File: config.mk
export PLATFORM = sky130hd
export DESIGN_NAME = dff_bank_arbiter_flat
export DESIGN_NICKNAME = d
export VERILOG_FILES = /design/src/rtl/dff_bank_arbiter_if.sv /design/src/rtl/dff_bank_arbiter.sv /design/src/flat_wrapper.sv
export SDC_FILE = /design/constraint.sdc
export NUM_CORES = 1
export LEC_CHECK = 0
export ABC_AREA = 1
export BUFFER_PORTS_ARGS = -buffer_cell sky130_fd_sc_hd__buf_2
export CAP_MARGIN = 20
export CORE_MARGIN = 1
export CORE_UTILIZATION = 28
export DETAILED_ROUTE_END_ITERATION = 8
export HOLD_SLACK_MARGIN = 0.15
export PLACE_DENSITY_LB_ADDON = 0.12
export REMOVE_ABC_BUFFERS = 1
export SYNTH_ARGS = -nofsm -noshare
export SYNTH_HDL_FRONTEND = slang
export SYNTH_SLANG_ARGS = --single-unit
File: constraint.sdc
create_clock -name clk -period 1.6 [get_ports clk]
set_clock_uncertainty 0.15 [all_clocks]
set_input_delay 0.32 -clock clk [delete_from_list [all_inputs] [get_ports clk]]
set_output_delay 0.32 -clock clk [all_outputs]
set_load 0.005 [all_outputs]
File: src/rtl/dff_bank_arbiter_if.sv
// Shared-register write bus: level requests with packed per-requester data in, grant/ack/contents out.
interface dff_bank_arbiter_if #(
  parameter int WIDTH = 8,
  parameter int N_REQ = 4
);
  logic [N_REQ-1:0]       req;
  logic [N_REQ*WIDTH-1:0] wdata;
  logic [N_REQ-1:0]       gnt;
  logic [N_REQ-1:0]       ack;
  logic [WIDTH-1:0]       q;
  logic                   busy;

  modport master (output req, wdata, input gnt, ack, q, busy);
  modport slave  (input req, wdata, output gnt, ack, q, busy);
endinterface

File: src/rtl/dff_bank_arbiter.sv
// Round-robin arbiter serializing four requesters' writes into one shared register bank.
// Grant 1 cycle after req, write + 1-cycle ack on the next edge; requests wait (held) while busy.
module dff_bank_arbiter #(
  parameter int WIDTH = 8,
  parameter int N_REQ = 4
) (
  input logic               clk,
  input logic               sync_reset,
  dff_bank_arbiter_if.slave bus
);
  typedef enum logic [1:0] {IDLE, GRANT, COMMIT} state_t;

  state_t           state, state_nxt;
  logic [1:0]       ptr, ptr_nxt;
  logic [1:0]       sel, sel_nxt;
  logic [1:0]       winner;
  logic             any_req;
  logic [N_REQ-1:0] gnt, gnt_nxt;
  logic [N_REQ-1:0] ack, ack_nxt;
  logic [WIDTH-1:0] q, q_nxt;

  // Descending scan so the requester closest to ptr is the last (winning) assignment.
  always_comb begin
    winner  = ptr;
    any_req = 1'b0;
    for (int k = N_REQ - 1; k >= 0; k--) begin
      if (bus.req[ptr + 2'(k)]) begin
        winner  = ptr + 2'(k);
        any_req = 1'b1;
      end
    end
  end

  always_ff @(posedge clk) begin
    if (sync_reset) begin
      state <= IDLE;
      ptr   <= '0;
      sel   <= '0;
      gnt   <= '0;
      ack   <= '0;
      q     <= '0;
    end else begin
      state <= state_nxt;
      ptr   <= ptr_nxt;
      sel   <= sel_nxt;
      gnt   <= gnt_nxt;
      ack   <= ack_nxt;
      q     <= q_nxt;
    end
  end

  always_comb begin
    state_nxt = state;
    case (state)
      IDLE:    if (any_req) state_nxt = GRANT;
      GRANT:   state_nxt = bus.req[sel] ? COMMIT : IDLE;
      COMMIT:  state_nxt = IDLE;
      default: state_nxt = IDLE;
    endcase
  end

  always_comb begin
    ptr_nxt = ptr;
    sel_nxt = sel;
    gnt_nxt = gnt;
    ack_nxt = '0;
    q_nxt   = q;
    case (state)
      IDLE: begin
        if (any_req) begin
          sel_nxt = winner;
          gnt_nxt = N_REQ'(1) << winner;
        end
      end
      GRANT: begin
        // A withdrawn request abandons the slot without moving the pointer.
        if (bus.req[sel]) begin
          q_nxt   = bus.wdata[int'(sel)*WIDTH +: WIDTH];
          ack_nxt = N_REQ'(1) << sel;
        end else begin
          gnt_nxt = '0;
        end
      end
      COMMIT: begin
        gnt_nxt = '0;
        ptr_nxt = sel + 2'd1;
      end
      default: gnt_nxt = '0;
    endcase
  end

  assign bus.gnt  = gnt;
  assign bus.ack  = ack;
  assign bus.q    = q;
  assign bus.busy = (state != IDLE);
endmodule
File: src/flat_wrapper.sv
// flat-port wrapper written by rule: the top's interface ports become plain ports
module dff_bank_arbiter_flat 
#(
  parameter int WIDTH = 8,
  parameter int N_REQ = 4
)
  (clk, sync_reset, bus_req, bus_wdata, bus_gnt, bus_ack, bus_q, bus_busy);
  dff_bank_arbiter_if #(.WIDTH(WIDTH), .N_REQ(N_REQ)) bus_i ();
  input logic clk;
  input logic sync_reset;
  input wire logic [$bits(bus_i.req)-1:0] bus_req;
  input wire logic [$bits(bus_i.wdata)-1:0] bus_wdata;
  output wire logic [$bits(bus_i.gnt)-1:0] bus_gnt;
  output wire logic [$bits(bus_i.ack)-1:0] bus_ack;
  output wire logic [$bits(bus_i.q)-1:0] bus_q;
  output wire logic [$bits(bus_i.busy)-1:0] bus_busy;
  assign bus_i.req = bus_req;
  assign bus_i.wdata = bus_wdata;
  assign bus_gnt = bus_i.gnt;
  assign bus_ack = bus_i.ack;
  assign bus_q = bus_i.q;
  assign bus_busy = bus_i.busy;
  dff_bank_arbiter #(.WIDTH(WIDTH), .N_REQ(N_REQ)) u_core (.clk(clk), .sync_reset(sync_reset), .bus(bus_i));
endmodule
; ---- Yosys cells after proc, flatten, opt, wreduce, memory -nomap -nowiden
; Index checks and enable logic that the tools add are counted.
[word_totals]
register_bits = 22
input_bits = 38
output_inout_bits = 17
wordCells = 54
[classes]
n_addsub = 4
magnitude_cmp = 5
n_eq_ne = 4
shifts = 3
n_mux = 24
bitwise = 2
reduce_logical = 6
[ops]
columns = operator, n
row1 = 32-bit by 6-bit indexed part select with 8-bit output, 1
row2 = 2-bit by 3-bit < comparator with 1-bit output (second input constant), 5
row3 = 2-bit two-way mux, 6
row4 = 1-bit binary-select mux with 2-bit select, 5
row5 = 1-bit two-way mux, 9
row6 = 4-bit two-way mux, 2
row7 = 4-bit case mux with 2 select lines, 1
row8 = 1-bit by 2-bit left shift with 4-bit output (first input constant), 2
row9 = 2-bit AND reduction, 3
row10 = 2-bit by 1-bit adder with 2-bit output (second input constant), 2
row11 = 2-bit adder (second input constant), 2
row12 = 2-bit case mux with 2 select lines, 1
row13 = 3-bit OR reduction, 1
row14 = 2-bit by 1-bit equality test with 1-bit output (second input constant), 1
row15 = 2-bit equality test (second input constant), 1
row16 = 2-bit logical NOT, 1
row17 = 2-bit by 1-bit inequality test with 1-bit output (second input constant), 1
row18 = 2-bit inequality test (second input constant), 1
row19 = 1-bit NOT, 2
row20 = 2-bit nonzero test, 1

; ---- Logic depth before layout (Yosys ltp)
; Gate-level depths: netlist of run 1.
[logic_depth]
depth_word = 10
mapped_depth = 12
mapped_depth_nobuf = 12

; ---- Worst setup path after synthesis of run 1
; Ideal clock, no wire load.
[synth_timing]
kind = reg-to-reg
startpoint = reg u_core.ptr[0]
endpoint = reg u_core.sel[0]
setup_time_ns = 0.113
arrival_time_ns = 1.259
required_time_ns = 1.337
path_slack_ns = 0.078
stages_incl_launch_ff = 13
n_path_buf = 1
synth_period_minus_slack_ns = 1.522
cell_sequence = dfxtp_1 buf_6 nand2_1 nand2_2 nand2_1 nand2_2 inv_2 nand2_4 nand3_1 nand2_2 nand2_2 o21ai_1 inv_1
[synth_via]
elab_chain_cells = 8
word_cells_on_any_way = 20
classes_between = 3 x add/sub / 16 x mux / 1 x reduce/logical
[synth_lines]
columns = item, line_no
row1 = "start, declared", dff_bank_arbiter.sv:14  ; logic [1:0] ptr, ptr_nxt;
row2 = "start signal, assigned", dff_bank_arbiter.sv:44  ; ptr <= ptr_nxt;
row3 = 2-bit adder, "dff_bank_arbiter.sv:27, dff_bank_arbiter.sv:28"
row4 = 1-bit binary-select mux with 2-bit select, dff_bank_arbiter.sv:27  ; if (bus.req[ptr + 2'(k)]) begin
row5 = 1-bit two-way mux (not written as such), dff_bank_arbiter.sv:27
row6 = 1-bit two-way mux (4 in series), dff_bank_arbiter.sv:27
row7 = 2-bit AND reduction (no source line), -
row8 = "end signal, assigned", dff_bank_arbiter.sv:45  ; sel <= sel_nxt;
row9 = "end, declared", dff_bank_arbiter.sv:15  ; logic [1:0] sel, sel_nxt;
; Several ways; a longest one is shown, not always the timed one. The select of a mux whose other input is x is not followed.
; A chain may end at the register's enable or synchronous reset.

; ---- Final worst setup path of run 1
[layout_timing]
startpoint = reg u_core.ptr[0]
endpoint = reg u_core.gnt[0] (netlist: u_core.bus.gnt[0])
[layout_via]
elab_chain_cells = 10
word_cells_on_any_way = 24
classes_between = 3 x add/sub / 1 x eq/ne / 1 x shift / 18 x mux / 1 x reduce/logical
[layout_lines]
columns = item, line_no
row1 = 2-bit adder, "dff_bank_arbiter.sv:27, dff_bank_arbiter.sv:28"
row2 = 1-bit binary-select mux with 2-bit select, dff_bank_arbiter.sv:27
row3 = 1-bit two-way mux (not written as such), dff_bank_arbiter.sv:27
row4 = 2-bit two-way mux (4 in series), dff_bank_arbiter.sv:27
row5 = 1-bit by 2-bit left shift with 4-bit output, dff_bank_arbiter.sv:72  ; gnt_nxt = N_REQ'(1) << winner;
row6 = 4-bit two-way mux, dff_bank_arbiter.sv:70  ; if (any_req) begin
row7 = 4-bit case mux with 2 select lines, dff_bank_arbiter.sv:68  ; case (state)
row8 = "end signal, assigned", dff_bank_arbiter.sv:46  ; gnt <= gnt_nxt;
row9 = "end, declared", dff_bank_arbiter.sv:18  ; logic [N_REQ-1:0] gnt, gnt_nxt;
; Several ways; a longest one is shown, not always the timed one. The select of a mux whose other input is x is not followed.

==> run_results.csv, run 1 <==
group,metric,value,unit
setup_path,cp-end-kind,"flop",
global_route,grtUsageTotal,0.1556,
clock_network,insertion_delay,0.26,ns
yosys,postSynthAreaPerCell,6.694,sq um
yosys,ys.flop_type,"dfxtp_1",
run_status,outcome,"complete, but fails checks",
clock_network,cts_root_buf,"clkbuf_8",
placement,place_area,1778,sq um
yosys,yosys.area.top_type,"dfxtp_1",
yosys,synth_common_cells,"nand2_1 (28), o21ai_0 (26), nor2_1 (24), dfxtp_1 (22), inv_1 (17)",
setup_path,path_class,"reg2reg",
detailed_routing,wl,3.657,mm
global_route,grt_overflow,0,
placement,hpwl,2.723,mm
setup_path,cp_data_arrival_time,1.71,ns
layout,drive_gt1_frac,0.4779,
clock_network,h-tree-depth,1,
layout,nFillCells,476,
yosys,yosysSeqAreaShare,0.3340,
die,die-area,4989,sq um
yosys,synth_edf_count,0,
placement,post-place-ws,-0.04562,ns
yosys,netlist_area,1319,sq um
clock_network,clock_sinks,22,
sta,period_share,1.043,
die,start_util,0.2967,
setup_path,critPathMaxFanout,7,
layout,finish.utilization,0.4409,
sta,max_freq,599.5,MHz
die,chipWidth,70.63,um
global_route,antenna_found_initial,0,
global_route,grt_pass1_wl,6.292,mm
layout,nNetsFinal,311,
detailed_routing,vias,1496,
clock_network,cts_buffers,3,
placement,dp_cells,317,
detailed_routing,drt-wirelength-per-cell,11.29,um
die,rows,24,
sta,worst_hold_slack,0.1840,ns
setup_path,ff2ff_path_depth,10,
yosys,synth.most_common_cell,"nand2_1",
detailed_routing,wl_met1,1.682,mm
detailed_routing,met2_length,1.831,mm
min_path,hold_path.class,"in2reg",
sta,slew_headroom,0.7581,
yosys,synthArstFlopShare,0,
power_and_ir_drop,p_per_area,1058,nW/um^2
detailed_routing,ant_nets,0,
detailed_routing,route.detailed.drc,2,
run_status,violations,"design-rule violations, negative setup slack",
sta,finalCriticalPeriod,1.668,ns
layout,design_area,1959,sq um
detailed_routing,wl_met3,116,um
sta,hold_viol_final,0,
power_and_ir_drop,vdd_ir_drop_max,0.5021,mV
run,cap_violations,0,
die,io_pins,55,
sta,final-setup-viol-count,3,
die,core,4444,sq um
placement,gp_congestion,0.7211,
yosys,synth_seq_cells,22,
global_route,grt_pass1_vias,1486,
yosys,synth_top_area_frac,0.3340,
clock_network,cts_hold_buffers,0,
yosys,synthCells,197,
sta,rsz0062_at_grt,"true",
layout,final_cells,324,
layout,antenna_cells,0,
clock_network,clk_pin_slew,0.08,ns
detailed_routing,dr.max_layer_used,"met4",
clock_network,clock_path_buffers,2,
power_and_ir_drop,p_leak,0.9425,nW
yosys,synth.area.top_cells,"dfxtp_1 (33%), o21ai_0 (9.9%), nand2_1 (8.0%)",
clock_network,cts_tree,"yes",
global_route,grt_max_degree,18,
setup_path,startpoint_type,"flop",
min_path,hold_depth,2,
detailed_routing,drt_first_iter_violations,63,
sta,drv_slew,0,
sta,setup_ws,-0.06811,ns
placement,io_buffers,54,
yosys,synth-warning-count,0,
sta,worstMarginPinSlew,0.3624,ns
layout,area_growth,48.58,%
die,die_h,70.63,um
detailed_routing,routed_via_density,4.617,
setup_path,worst_ep_required_time,1.65,ns
detailed_routing,drtPass1Iterations,6,
yosys,synthDistinctLibCells,25,
registers in the layout, indices dropped and copies added, names as in the netlist:
signal,flops
u_core.bus.ack,4
u_core.sel,2
u_core.state,2
u_core.bus.gnt,4
u_core.bus.q,8
u_core.ptr,2
path summary, 6_finish.rpt:
path	startpoint	endpoint	slack [ns]
max	u_core.ptr[0]$_SDFFE_PP0N_	u_core.bus.gnt[0]$_SDFFE_PP0P_	-0.07
min	sync_reset	u_core.bus.gnt[0]$_SDFFE_PP0P_	0.18
max reg2reg	u_core.ptr[0]$_SDFFE_PP0N_	u_core.bus.gnt[0]$_SDFFE_PP0P_	-0.07
min reg2reg	u_core.bus.q[0]$_SDFFE_PP0P_	u_core.bus.q[0]$_SDFFE_PP0P_	0.30
layout make-up:
class	count	area (sq um)	area share
clock inverters	1	30.03	0.01533
clock buffers	3	41.29	0.02107
multi-input cells	142	808.3	0.4125
flip-flops and latches	22	450.4	0.2299
repair buffers	79	461.7	0.2356
inverters	25	102.6	0.05236
well taps	52	65.06	0.03321
logic make-up (layout without fill, tap and decap cells):
family	after synthesis	in the layout	synth area share
buffers and inverters	33	108	0.1025
DFF	22	22	0.3340
and+or+nand+nor	83	83	0.3112
AOI/OAI and AO/OA	59	59	0.2524
worst max-delay path, cell delays in order, from the launching register on:
cell and delay, ns:
dfxtp_4 0.38, buf_6 0.12, nand2_2 0.07, nand2_4 0.08
nand2_2 0.07, nand2_4 0.09, nor2_4 0.05, a21oi_4 0.23
buf_4 0.15, nand4_1 0.09, a21oi_1 0.12
metrics by stage:
| stage | power (mW) | setup TNS [ns] |
|---|---|---|
| 2_1_floorplan | 1.159 | -5.094 |
| 3_3_place_gp | 1.496 | -0.3509 |
| 3_5_place_dp | 1.491 | -0.2938 |
| 4_1_cts | 2.022 | -0.01487 |
| 5_1_grt | 2.240 | -1.058 |
| 6_report | 2.073 | -0.1792 |
cell usage in the layout (no fill, tap or decap), drive strengths merged:
| master | synthesis | final |
|---|---|---|
| nand2 | 42 | 42 |
| nor2 | 26 | 26 |
| o21ai | 31 | 31 |
| o221ai | 1 | 1 |
| inv | 25 | 24 |
| nor3 | 1 | 1 |
| a31oi | 1 | 1 |
| bufinv | 0 | 1 |
| dfxtp | 22 | 22 |
| a21oi | 18 | 18 |
| clkinvlp | 0 | 1 |
| buf | 4 | 79 |
| clkbuf | 4 | 3 |
| nand3 | 10 | 10 |
| nand4 | 4 | 4 |
| o22ai | 8 | 8 |
power breakdown:
group | switching, mW | internal, mW | total (mW) | leakage, nW
Sequential | 0.0545 | 0.625 | 0.679 | 0.182
Clock | 0.177 | 0.334 | 0.511 | 0.0357
Combinational | 0.495 | 0.388 | 0.883 | 0.725
what timing repair did:
item                                    CTS  global route
endpoints found under the setup margin   14            17
setup buffers                             0             3
cloned                                    0             0
gates resized for setup                   5            25
pin swaps                                 0            12
layer usage:
layer  global-route usage  up-vias
li1                     -      803
met1               0.1852      659
met2               0.2923       32
met3              0.02707        2
met4              0.03333        0
met5                    0        -
Note: power is estimated with default switching activity, not from simulation.
==> run 2: changes to the inputs <==
--- a/config.mk
+++ b/config.mk
@@ -9,7 +9,8 @@
 export BUFFER_PORTS_ARGS = -buffer_cell sky130_fd_sc_hd__buf_2
 export CAP_MARGIN = 20
 export CORE_MARGIN = 1
-export CORE_UTILIZATION = 28
+export CORE_UTILIZATION = 47
+export CTS_CLUSTER_DIAMETER = 200
 export DETAILED_ROUTE_END_ITERATION = 8
 export HOLD_SLACK_MARGIN = 0.15
 export PLACE_DENSITY_LB_ADDON = 0.12
==> run 2 against run 1 <==
The run ends with negative setup slack left. Setup slack improved by 0.060 ns. Total power down 12%. Sequential power barely moved. Combinational power is 5.1% lower. Cell count fell by 9.3%. Largest power group unchanged.
==> run_results.csv, run 2 (synthesis gave the netlist of run 1 again) <==
group,metric,value,unit
placement,post-place-ws,-0.1257,ns
detailed_routing,dr.max_layer_used,"met4",
placement,gp_congestion,0.8139,
die,die-area,3022,sq um
run,cap_violations,0,
clock_network,cts_buffers,3,
layout,final_common_cell,"buf_2",
sta,rsz0062_at_grt,"true",
sta,max_freq,621.9,MHz
global_route,grt_pass1_wl,4.899,mm
sta,period_share,1.005,
detailed_routing,drt_first_iter_violations,20,
layout,largestRegisters,"u_core.bus.q x8, u_core.bus.ack x4, u_core.bus.gnt x4",
detailed_routing,vias,1463,
clock_network,clock_sinks,22,
layout,nNetsFinal,303,
placement,dp_cells,288,
layout,final_cells,294,
detailed_routing,routed_via_density,4.976,
detailed_routing,met2_length,1.693,mm
power_and_ir_drop,p_per_area,985.1,nW/um^2
clock_network,cts_root_buf,"clkbuf_4",
layout,largest_reg_flops,8,
detailed_routing,drtPass1Iterations,4,
layout,drive_gt1_frac,0.4621,
placement,hpwl,2.494,mm
detailed_routing,wl_met1,1.493,mm
sta,drv_slew,0,
layout,finish.utilization,0.7188,
layout,area_growth,39.94,%
detailed_routing,wl,3.330,mm
detailed_routing,ant_nets,0,
sta,finalCriticalPeriod,1.608,ns
clock_network,clock_path_buffers,2,
setup_path,startpoint_type,"flop",
global_route,grt_pass1_vias,1183,
layout,design_area,1846,sq um
die,start_util,0.5136,
clock_network,h-tree-depth,1,
sta,slew_headroom,0.8161,
placement,place_area,1698,sq um
sta,setup_ws,-0.008023,ns
power_and_ir_drop,vdd_ir_drop_max,0.6345,mV
global_route,antenna_found_initial,0,
die,die_h,54.97,um
detailed_routing,drt-wirelength-per-cell,11.33,um
global_route,grt_max_degree,18,
placement,io_buffers,54,
power_and_ir_drop,p_leak,0.9033,nW
die,io_pins,55,
min_path,hold_path.class,"reg2reg",
global_route,grtUsageTotal,0.2253,
setup_path,critPathMaxFanout,7,
clock_network,insertion_delay,0.30,ns
setup_path,cp_data_arrival_time,1.71,ns
layout,top_register,"u_core.bus.q",
layout,layout_common_cells,"buf_2 (54), o21ai_0 (25), nand2_1 (24)",
setup_path,cp-end-kind,"flop",
setup_path,worst_ep_required_time,1.70,ns
clock_network,clk_pin_slew,0.12,ns
sta,final-setup-viol-count,1,
setup_path,path_class,"reg2reg",
detailed_routing,route.detailed.drc,0,
sta,hold_viol_final,0,
run_status,violations,"negative setup slack",
die,chipWidth,54.97,um
sta,worstMarginPinSlew,0.2755,ns
die,core,2567,sq um
run_status,outcome,"complete, but fails checks",
clock_network,cts_tree,"yes",
sta,fin_setup_tns,-0.008023,ns
global_route,grt_overflow,0,
detailed_routing,wl_met3,126,um
die,rows,18,
layout,antenna_cells,0,
[run 2: timing repair]
item / in CTS / in global routing
buffers inserted: 0 / 1
endpoints found under the setup margin: 10 / 19
hold endpoints to repair: 5 / 0
gates resized for setup: 8 / 19
pin swaps: 0 / 4
hold buffers: 1 / 0
[run 2: through the flow]
| stage | power, mW | hold WS (ns) |
|---|---|---|
| detailed placement | 1.451 | 0.2859 |
| CTS | 1.763 | 0.2971 |
| global route | 1.974 | 0.3093 |
| finish | 1.818 | 0.3008 |
| floorplan | 1.159 | 0.2391 |
| global placement | 1.440 | 0.2815 |
[run 2: final cells by class]
class,instances,area [sq um]
Multi-Input combinational cell,142,823.3
Fill cell,240,721.9
Sequential cell,22,447.9
Timing Repair Buffer,71,404.1
Inverter,25,96.34
Tap cell,30,37.54
Clock buffer,4,36.28
[run 2: metal layers]
| layer | vias up | GRT usage |
|---|---|---|
| met1 | 632 | 0.2881 |
| met5 | - | 0 |
| met2 | 40 | 0.3896 |
| li1 | 789 | - |
| met4 | 0 | 0.05000 |
| met3 | 2 | 0.04372 |
[run 2: where the power goes]
part | leakage (nW) | internal (mW) | total [mW] | switching (mW)
sequential | 0.182 | 0.625 | 0.680 | 0.0545
clock | 0.0210 | 0.139 | 0.300 | 0.161
combinational | 0.701 | 0.358 | 0.838 | 0.480
total | 0.903 | 1.12 | 1.82 | 0.696
[run 2: path summary, 6_finish.rpt]
kind,start,end,slack (ns),cells past startpoint
min reg2reg,u_core.bus.q[3]$_SDFFE_PP0P_,u_core.bus.q[3]$_SDFFE_PP0P_,0.30,2
max,u_core.ptr[0]$_SDFFE_PP0N_,u_core.sel[0]$_SDFFE_PP0P_,-0.008,11
max reg2reg,u_core.ptr[0]$_SDFFE_PP0N_,u_core.sel[0]$_SDFFE_PP0P_,-0.008,11
min,u_core.bus.q[3]$_SDFFE_PP0P_,u_core.bus.q[3]$_SDFFE_PP0P_,0.30,2
[run 2: worst max-delay path, stage by stage (launching register included)]
cell	delay, ns
dfxtp_4	0.40
inv_4	0.09
nand2_1	0.07
nand2_2	0.11
nand2_4	0.07
nand2_4	0.09
nor2_4	0.05
a21oi_4	0.20
inv_2	0.08
a21oi_2	0.12
o21ai_1	0.07
inv_1	0.05
